### config.mk
export PLATFORM = sky130hd
export DESIGN_NAME = gate_activation
export DESIGN_NICKNAME = d
export VERILOG_FILES = /design/src/rtl/gate_activation.sv
export SDC_FILE = /design/constraint.sdc
export NUM_CORES = 1
export LEC_CHECK = 0
export ABC_AREA = 1
export CAP_MARGIN = 30
export CORE_AREA = 8 8 329 331
export CTS_CLUSTER_DIAMETER = 80
export DETAILED_ROUTE_END_ITERATION = 7
export DIE_AREA = 0 0 337 339
export GPL_TIMING_DRIVEN = 0
export HOLD_SLACK_MARGIN = 0.08
export SYNTH_ARGS = -nofsm -noshare
export SYNTH_HDL_FRONTEND = slang
export SYNTH_SLANG_ARGS = --single-unit
### constraint.sdc
create_clock -name clk -period 8.6 [get_ports clk]
set_input_delay 0.86 -clock clk [delete_from_list [all_inputs] [get_ports clk]]
set_output_delay 0.86 -clock clk [all_outputs]
set_load 0.01 [all_outputs]
### src/rtl/gate_activation.sv
// Bias-add plus piecewise-linear activation, one element per cycle.
// Ports: clk, reset (sync, active-high), dataReady, inVector, biasVector,
//   outVector, outValid (one-cycle done pulse), busy, overrun (sticky).
// Build option: define GATE_HARD_TANH_EN for hard tanh; default is hard sigmoid.
module gate_activation #(
    parameter int NROW            = 16,
    parameter int QN              = 6,
    parameter int QM              = 11,
    parameter int BITWIDTH        = QN + QM + 1,
    parameter int MEMORY_BITWIDTH = BITWIDTH * NROW,
    parameter int IDX_BITWIDTH    = 4
) (
    input  logic                       clk,
    input  logic                       reset,
    input  logic                       dataReady,
    input  logic [MEMORY_BITWIDTH-1:0] inVector,
    input  logic [MEMORY_BITWIDTH-1:0] biasVector,
    output logic [MEMORY_BITWIDTH-1:0] outVector,
    output logic                       outValid,
    output logic                       busy,
    output logic                       overrun
);

    typedef enum logic {IDLE, RUN} state_t;

    localparam logic signed [BITWIDTH-1:0] SAT_MAX = {1'b0, {(BITWIDTH-1){1'b1}}};
    localparam logic signed [BITWIDTH-1:0] SAT_MIN = {1'b1, {(BITWIDTH-1){1'b0}}};
    localparam logic signed [BITWIDTH-1:0] ONE     = BITWIDTH'(2 ** QM);
    localparam logic [IDX_BITWIDTH-1:0]    LAST    = IDX_BITWIDTH'(NROW - 1);

    state_t                     state;
    logic [IDX_BITWIDTH-1:0]    idx;
    logic                       dr_prev;
    logic signed [BITWIDTH-1:0] in_buf   [NROW];
    logic signed [BITWIDTH-1:0] bias_lane[NROW];
    logic signed [BITWIDTH-1:0] out_lane [NROW];

    logic                       start;
    logic                       last;
    logic                       capture;
    logic [BITWIDTH:0]          sum_wide;
    logic signed [BITWIDTH-1:0] s_sat;
    logic signed [BITWIDTH-1:0] act;

    for (genvar k = 0; k < NROW; k++) begin : g_lane
        assign bias_lane[k] = biasVector[k*BITWIDTH +: BITWIDTH];
        assign outVector[k*BITWIDTH +: BITWIDTH] = out_lane[k];
    end

    assign start   = dataReady & ~dr_prev;
    assign last    = (state == RUN) && (idx == LAST);
    // A start on the final lane chains straight into the next run.
    assign capture = start && ((state == IDLE) || last);

`ifdef GATE_HARD_TANH_EN
    localparam logic signed [BITWIDTH-1:0] NEG_ONE = -ONE;

    always_comb begin
        act = s_sat;
        if (s_sat > ONE) begin
            act = ONE;
        end else if (s_sat < NEG_ONE) begin
            act = NEG_ONE;
        end
    end
`else
    localparam logic signed [BITWIDTH:0] HALF_W = (BITWIDTH+1)'(2 ** (QM - 1));
    localparam logic signed [BITWIDTH:0] ONE_W  = (BITWIDTH+1)'(ONE);

    logic signed [BITWIDTH-1:0] shifted;
    logic signed [BITWIDTH:0]   sig;

    always_comb begin
        shifted = s_sat >>> 2;
        sig     = {shifted[BITWIDTH-1], shifted} + HALF_W;
        act     = sig[BITWIDTH-1:0];
        if (sig[BITWIDTH]) begin
            act = '0;
        end else if (sig > ONE_W) begin
            act = ONE;
        end
    end
`endif

    // One extra bit for the sum; overflow shows as the top two bits differing.
    always_comb begin
        sum_wide = {in_buf[idx][BITWIDTH-1], in_buf[idx]}
                 + {bias_lane[idx][BITWIDTH-1], bias_lane[idx]};
        s_sat    = sum_wide[BITWIDTH-1:0];
        if (sum_wide[BITWIDTH] != sum_wide[BITWIDTH-1]) begin
            s_sat = sum_wide[BITWIDTH] ? SAT_MIN : SAT_MAX;
        end
    end

    always_ff @(posedge clk) begin
        if (reset) begin
            state    <= IDLE;
            idx      <= '0;
            dr_prev  <= 1'b0;
            outValid <= 1'b0;
            busy     <= 1'b0;
            overrun  <= 1'b0;
            for (int k = 0; k < NROW; k++) begin
                in_buf[k]   <= '0;
                out_lane[k] <= '0;
            end
        end else begin
            dr_prev  <= dataReady;
            outValid <= 1'b0;
            if (capture) begin
                for (int k = 0; k < NROW; k++) begin
                    in_buf[k] <= inVector[k*BITWIDTH +: BITWIDTH];
                end
            end
            unique case (state)
                IDLE: begin
                    busy <= start;
                    if (start) begin
                        idx   <= '0;
                        state <= RUN;
                    end
                end
                RUN: begin
                    busy          <= 1'b1;
                    out_lane[idx] <= act;
                    if (last) begin
                        outValid <= 1'b1;
                        idx      <= '0;
                        state    <= start ? RUN : IDLE;
                    end else begin
                        idx <= idx + 1'b1;
                        if (start) begin
                            overrun <= 1'b1;
                        end
                    end
                end
                default: state <= IDLE;
            endcase
        end
    end

endmodule

==> summary.txt, run 1 <==
Outcome
  – Run status: finished clean

Drt
  – Post-Route WL: 137.2 mm
  – DRC: 0
  – DR iter-0 viols: ~1800
  – Wire length per cell: about 26 µm
  – Drt via density: 4.585
  – Drt first pass iters: 5
  – Final ANT Viol Nets: 0
  – Total number of vias: 24101

Global routing
  – Remaining global-route overflow: 0
  – Total GRT Usage: 0.2292
  – Largest net degree at the start of global routing: 71
  – Initial antenna violation count: 22
  – First-pass GRT wire length: ~190 mm
  – Vias in the first global route: around 25000

Critical path
  – CP Max Fanout: 10
  – WS Path Type: flop to flop
  – Register-to-Register Path Depth: 33
  – CP peak stage delay: 570 ps
  – Setup crit end kind: flop
  – Worst EP required: 8960 ps
  – Critical-path top delay cell: clkbuf_1
  – RR Endpoint: out_lane[9][11]$_SDFFCE_PN0P_
  – Flop2flop setup slack: 600 ps
  – Critical Path Start Type: flop
  – CP most frequent cell: nand2_1
  – Critical Path Start: idx[0]$_SDFFE_PP0N_
  – Critical path arrival: 8360 ps
  – Worst R2R Start: idx[0]$_SDFFE_PP0N_

Placement
  – Input/output buffers: approximately 840
  – Post-DP HPWL: 112.4 mm
  – Placer Congestion: 0.9110

Power
  – Final total power: 8.254 mW
  – Pleak: 15.84 nW
  – Peak VDD IR: 0.1346 mV
  – PwrDens: 206.0 nW/µm²

STA
  – Worst Tran Pin Value: 1051 ps
  – Slew Viols, Final: 0
  – Worst Clk Skew: 31.07 ps
  – Slew HR: 0.2992
  – F_max: 124.9 MHz
  – Fin crit share: 0.9308
  – Fin. Hold Viols: 0
  – Crit path time final: around 8000 ps
  – RSZ-0062 raised after global routing: false
  – Final setup vio count: 0

Yosys
  – Mapped Cells: about 2800
  – Distinct cells, synth: 40
  – Register area share after synthesis: 0.6139
  – Mean Syn Cell Area: 9.669 µm²
  – Cell Area, Synth: 27030 µm²
  – Top cell type's share of synthesized area: 0.6042
  – List of most frequent post-synthesis cells: nor2_1, edfxtp_1, inv_1
  – Synth area leader: edfxtp_1
  – Synth warnings: 0
  – Synthesized flop and latch total: 557
  – Asr flop ratio synth: 0
  – Post-synth EDFFs: ~540
  – Top FF cell, synth: edfxtp_1
  – Synth area leaders: edfxtp_1, nor2_1, o21ai_0
  – Most common cell in the netlist: nor2_1

Floorplan
  – Die X: 337 µm
  – Core area: approximately 100000 µm²
  – Row cnt: about 120
  – Die Outline Area: 114200 µm²
  – Initial Util: 0.2627
  – Chip Height: 339 µm
  – I/O pin total: slightly below 900

Min path
  – HP Start: overrun$_SDFFE_PP0P_
  – Worst hold stages: 1
  – Hold Crit Class: flop to flop
  – Worst hold endpoint: overrun$_SDFFE_PP0P_

CTS
  – CTS tree: done
  – Cts bufs inserted: 67
  – CTS Buffer Depth: 3
  – CTS H-Tree Depth: 3
  – Post-CTS setup buffers: 0
  – Skew-Pair Late Insertion Delay: between 600 and 700 ps
  – Resized cells post-CTS: 0
  – Worst-path clk slew: 60 ps
  – Post-CTS Hold Buffers: 0
  – Clock Sinks: 557
  – CTS root buf: clkbuf_16

Layout
  – Share of cells above drive strength 1: 0.07481
  – Synthesis-to-layout area growth: 48.22%
  – Layout Utilization: 0.3894
  – Final layout net count: 4413
  – Fillers: 10289

Run
  – Max-Cap Viols: 0
-- kinds of logic after synthesis --
kind of cell,after synthesis,synth area share
compound gates,476,0.1014
flops,557,0.6139
buf+inv,566,0.08780
simple gates,1165,0.1832
other cells,1,0.0001387
xor+xnor,6,0.001944
fa+ha+maj,25,0.01157
-- worst max-delay path: cells and delay by family (launching register included) --
| kind | cells | cell delay, ps |
|---|---|---|
| AND/OR/NAND/NOR | 15 | 2410 |
| adder cells (fa/ha/maj) | 3 | 840 |
| AO/OA/AOI/OAI | 5 | 1130 |
| flip-flops | 1 | 420 |
| buffers and inverters | 10 | 2920 |
-- cell type report --
class                   count  area, µm²  area share
clock inverters            44      536.8     0.01340
flip-flops and latches    557      16600      0.4142
plain buffers             210       1041     0.02598
multi-input cells        1768       8429      0.2104
diodes                     14      35.03   0.0008743
repair buffers            849       8647      0.2158
inverters                 356       1336     0.03335
clock buffers              79       1722     0.04297
well taps                1380       1727     0.04309
-- power breakdown --
group	leakage (nW)	total (mW)	internal, mW	switching (mW)
Combinational	8.98	2.13	0.751	1.38
Sequential	5.77	3.22	3.16	0.0530
Clock	1.10	2.91	1.68	1.23
-- registers in the layout, summed over array words and instances (netlist names), named ones only --
| name | count |
|---|---|
| outValid | 1 |
| dr_prev | 1 |
| in_buf | 288 |
| out_lane | 256 |
| overrun | 1 |
| idx | 4 |
| state | 1 |
| busy | 1 |
-- layout by cell type (no fill, tap or decap), drive strengths merged, types with 31 or more instances in the layout --
| master | n |
|---|---|
| o21ai | 293 |
| buf | 81 |
| o221ai | 55 |
| inv | 360 |
| clkinv | 31 |
| nand3 | 81 |
| nor2 | 787 |
| clkdlybuf4s50 | 836 |
| edfxtp | 544 |
| o22ai | 81 |
| conb | 96 |
| clkbuf | 221 |
| nand2 | 265 |
-- worst max path at each step --
stage / to / slack, ps / cells after the start
after floorplan: in_buf[0][0]$_SDFFCE_PN0P_ / 80 / 5
after global placement: in_buf[12][10]$_SDFFCE_PP0P_ / -4310 / 5
after detailed placement: out_lane[9][11]$_SDFFCE_PN0P_ / 350 / 33
after CTS: out_lane[3][11]$_SDFFCE_PN0P_ / 330 / 33
after global routing: out_lane[8][11]$_SDFFCE_PN0P_ / 60 / 33
final: out_lane[9][11]$_SDFFCE_PN0P_ / 600 / 33
-- metrics by stage --
stage	cells	hold slack (ps)	cell area [µm²]	setup WS, ps	TNS [ps]
floorplan	2891	497.2	27390	84.12	0
global placement	5107	469.9	37490	-4309	-1236640
detailed placement	5120	460.6	37770	346.1	0
CTS	5243	483.9	40030	332.4	0
global route	5245	500.7	40040	58.32	0
finish	5257	478.4	40070	595.5	0
-- routing by layer --
| layer | routed length, µm | up-vias | track usage |
|---|---|---|---|
| met4 | 6831 | 20 | 0.1021 |
| met3 | 11360 | 247 | 0.06364 |
| met1 | 49200 | 11442 | 0.2455 |
| li1 | - | 11261 | - |
| met2 | 69650 | 1131 | 0.4159 |
| met5 | 129 | - | 0 |
Power figures use the tool's default switching activity.
==> run 2, diff against run 1 <==
--- a/config.mk
+++ b/config.mk
@@ -6,7 +6,6 @@
 export NUM_CORES = 1
 export LEC_CHECK = 0
 export ABC_AREA = 1
-export CAP_MARGIN = 30
 export CORE_AREA = 8 8 329 331
 export CTS_CLUSTER_DIAMETER = 80
 export DETAILED_ROUTE_END_ITERATION = 7
==> summary.txt, run 2 (synthesis results as in run 1) <==
Outcome
  – Run status: finished clean

Run
  – Max-Cap Viols: 0 (unchanged)

Floorplan
  – Chip Height: 339 µm (unchanged)
  – Initial Util: 0.2627 (unchanged)
  – Die X: 337 µm (unchanged)
  – Row cnt: 118 (unchanged)
  – Core area: 102900 µm² (unchanged)
  – Die Outline Area: 114200 µm² (unchanged)
  – I/O pin total: 870 (unchanged)

Layout
  – Final std cells w/o fill: 5236 (-0.40%)
  – Reg with most FFs: in_buf
  – FF/Latch Area: 16600 µm² (unchanged)
  – Most frequent cells in the layout: clkdlybuf4s50_1, nor2_1, edfxtp_1, inv_1, o21ai_0
  – Synthesis-to-layout area growth: 46.93%
  – Multi-input gate area: 8429 µm² (unchanged)
  – Final layout net count: 4404 (-0.20%)
  – Most common cell after layout, fill and taps aside: clkdlybuf4s50_1
  – Largest registers: in_buf: 288 flops, out_lane: 256 flops, idx: 4 flops
  – Largest register FFs: 288 (unchanged)
  – Fillers: 10331 (+0.41%)
  – Share of cells above drive strength 1: 0.06963 (-0.005184)

Drt
  – Post-Route WL: 137.4 mm (+0.19%)
  – DRC: 0 (unchanged)
  – DR iter-0 viols: 1908 (+6.8%)
  – Wire length per cell: 26.25 µm (+0.59%)
  – Total number of vias: 24113 (+0.050%)
  – Drt first pass iters: 8 (+3)
  – Drt via density: 4.605 (+0.45%)
  – Final ANT Viol Nets: 0 (unchanged)

CTS
  – Clock Sinks: 557 (unchanged)
  – Resized cells post-CTS: 0 (unchanged)
  – CTS H-Tree Depth: 3 (unchanged)
  – CTS tree: done
  – Post-CTS Hold Buffers: 0 (unchanged)
  – Post-CTS setup buffers: 0 (unchanged)
  – Worst-path clk slew: 60 ps (about the same)
  – CTS root buf: clkbuf_16
  – Skew-Pair Late Insertion Delay: 640 ps (about the same)
  – CTS Buffer Depth: 3 (unchanged)
  – Cts bufs inserted: 67 (unchanged)

Min path
  – Hold Crit Class: flop to flop
  – Worst hold stages: 1 (unchanged)
  – HP Start: overrun$_SDFFE_PP0P_
  – Worst hold endpoint: overrun$_SDFFE_PP0P_

Global routing
  – Total GRT Usage: 0.2299 (+0.0007310)
  – Remaining global-route overflow: 0 (unchanged)
  – Largest net degree at the start of global routing: 71 (unchanged)
  – Initial antenna violation count: 23 (+4.5%)
  – First-pass GRT wire length: 186.3 mm (+0.23%)
  – Vias in the first global route: 24438 (-0.28%)

STA
  – Slew HR: 0.1472 (-0.1520)
  – Crit path time final: 7971 ps (-33.34 ps)
  – Final setup vio count: 0 (unchanged)
  – Fin. Hold Viols: 0 (unchanged)
  – Slew Viols, Final: 0 (unchanged)
  – Fin crit share: 0.9269 (-0.003876)
  – Setup TNS: 0 ps (unchanged)
  – Worst Clk Skew: 31.85 ps (+0.7767 ps)
  – Worst Tran Pin Value: 1279 ps (+228.1 ps)
  – F_max: 125.5 MHz (+0.42%)
  – RSZ-0062 raised after global routing: false

Critical path
  – Crit-path leading delay family: buffers and inverters
  – Critical Path Start Type: flop
  – Setup crit end kind: flop
  – Register-to-Register Path Depth: 33 (unchanged)
  – Worst EP required: 8950 ps (about the same)
  – CP Max Fanout: 10 (unchanged)
  – Flop2flop setup slack: 630 ps (+30 ps)
  – WS Path Type: flop to flop
  – CP most frequent cell: nand2_1
  – WP buf/inv: 10 (unchanged)
  – Critical-path top delay cell: o221ai_1
  – RR Endpoint: out_lane[9][11]$_SDFFCE_PN0P_
  – CP peak stage delay: 620 ps (+50 ps)
  – Critical path arrival: 8330 ps (-30 ps)

Placement
  – Placer Congestion: 0.9110 (unchanged)
  – Post-DP HPWL: 111.7 mm (-0.58%)
  – Input/output buffers: 836 (unchanged)
  – # placed instances: 5111 (-0.18%)

Power
  – Final total power: 8.087 mW (-2.0%)
  – PwrDens: 203.6 nW/µm² (-1.2%)
  – Pleak: 15.68 nW (-1.0%)
  – Peak VDD IR: 0.1181 mV (-12%)
==> run 2: cell types whose count changed in the layout (fill, tap and decap cells not counted), moves of 2 or more <==
cell       change
inv_6          +2
clkinv_16      -2
diode_2        -7
buf_16         -3
clkinv_1       +7
bufinv_16      -4
clkinv_2       -8
buf_8          -5
==> run 2: per-layer routing <==
metal	GRT usage	wire [µm]
met4	0.09568	6135
met1	0.2464	49670
met2	0.4233	70390
met5	0	162
met3	0.05987	11080
==> run 2: where the power goes <==
part	switching (mW)	leakage, nW	internal, mW
combinational	1.38	8.89	0.743
clock	1.19	1.02	1.56
sequential	0.0532	5.77	3.16
==> run 2: metrics by stage <==
stage                       util  instance area [µm²]  setup slack [ps]  hold slack (ps)
final                     0.3860                39720             628.8            480.3
after global routing      0.3859                39710             75.59            495.9
after CTS                 0.3858                39700             292.9            487.4
after detailed placement  0.3654                37600             335.7            467.4
after global placement    0.3643                37490             -4309            469.9
after floorplan                -                27390             84.12            497.2
==> run 2: worst max-delay path by stage <==
stage | cells after the start | endpoint | start | slack [ps]
6_report | 33 | out_lane[9][11]$_SDFFCE_PN0P_ | flop | 630
5_1_grt | 33 | out_lane[8][11]$_SDFFCE_PN0P_ | flop | 80
4_1_cts | 33 | out_lane[7][11]$_SDFFCE_PN0P_ | flop | 290
3_5_place_dp | 33 | out_lane[9][11]$_SDFFCE_PN0P_ | flop | 340
3_3_place_gp | 5 | in_buf[12][10]$_SDFFCE_PP0P_ | reset | -4310
2_1_floorplan | 5 | in_buf[0][0]$_SDFFCE_PN0P_ | reset | 80
==> run 2: area by class of cell <==
| class | instances | share of cell area |
|---|---|---|
| Sequential cell | 557 | 0.4178 |
| Timing Repair Buffer | 840 | 0.2134 |
| Multi-Input combinational cell | 1768 | 0.2122 |
| Clock buffer | 80 | 0.04397 |
| Tap cell | 1380 | 0.04347 |
| Inverter | 356 | 0.03364 |
| Buffer | 210 | 0.02621 |
| Clock inverter | 38 | 0.008851 |
| Antenna cell | 7 | 0.0004410 |
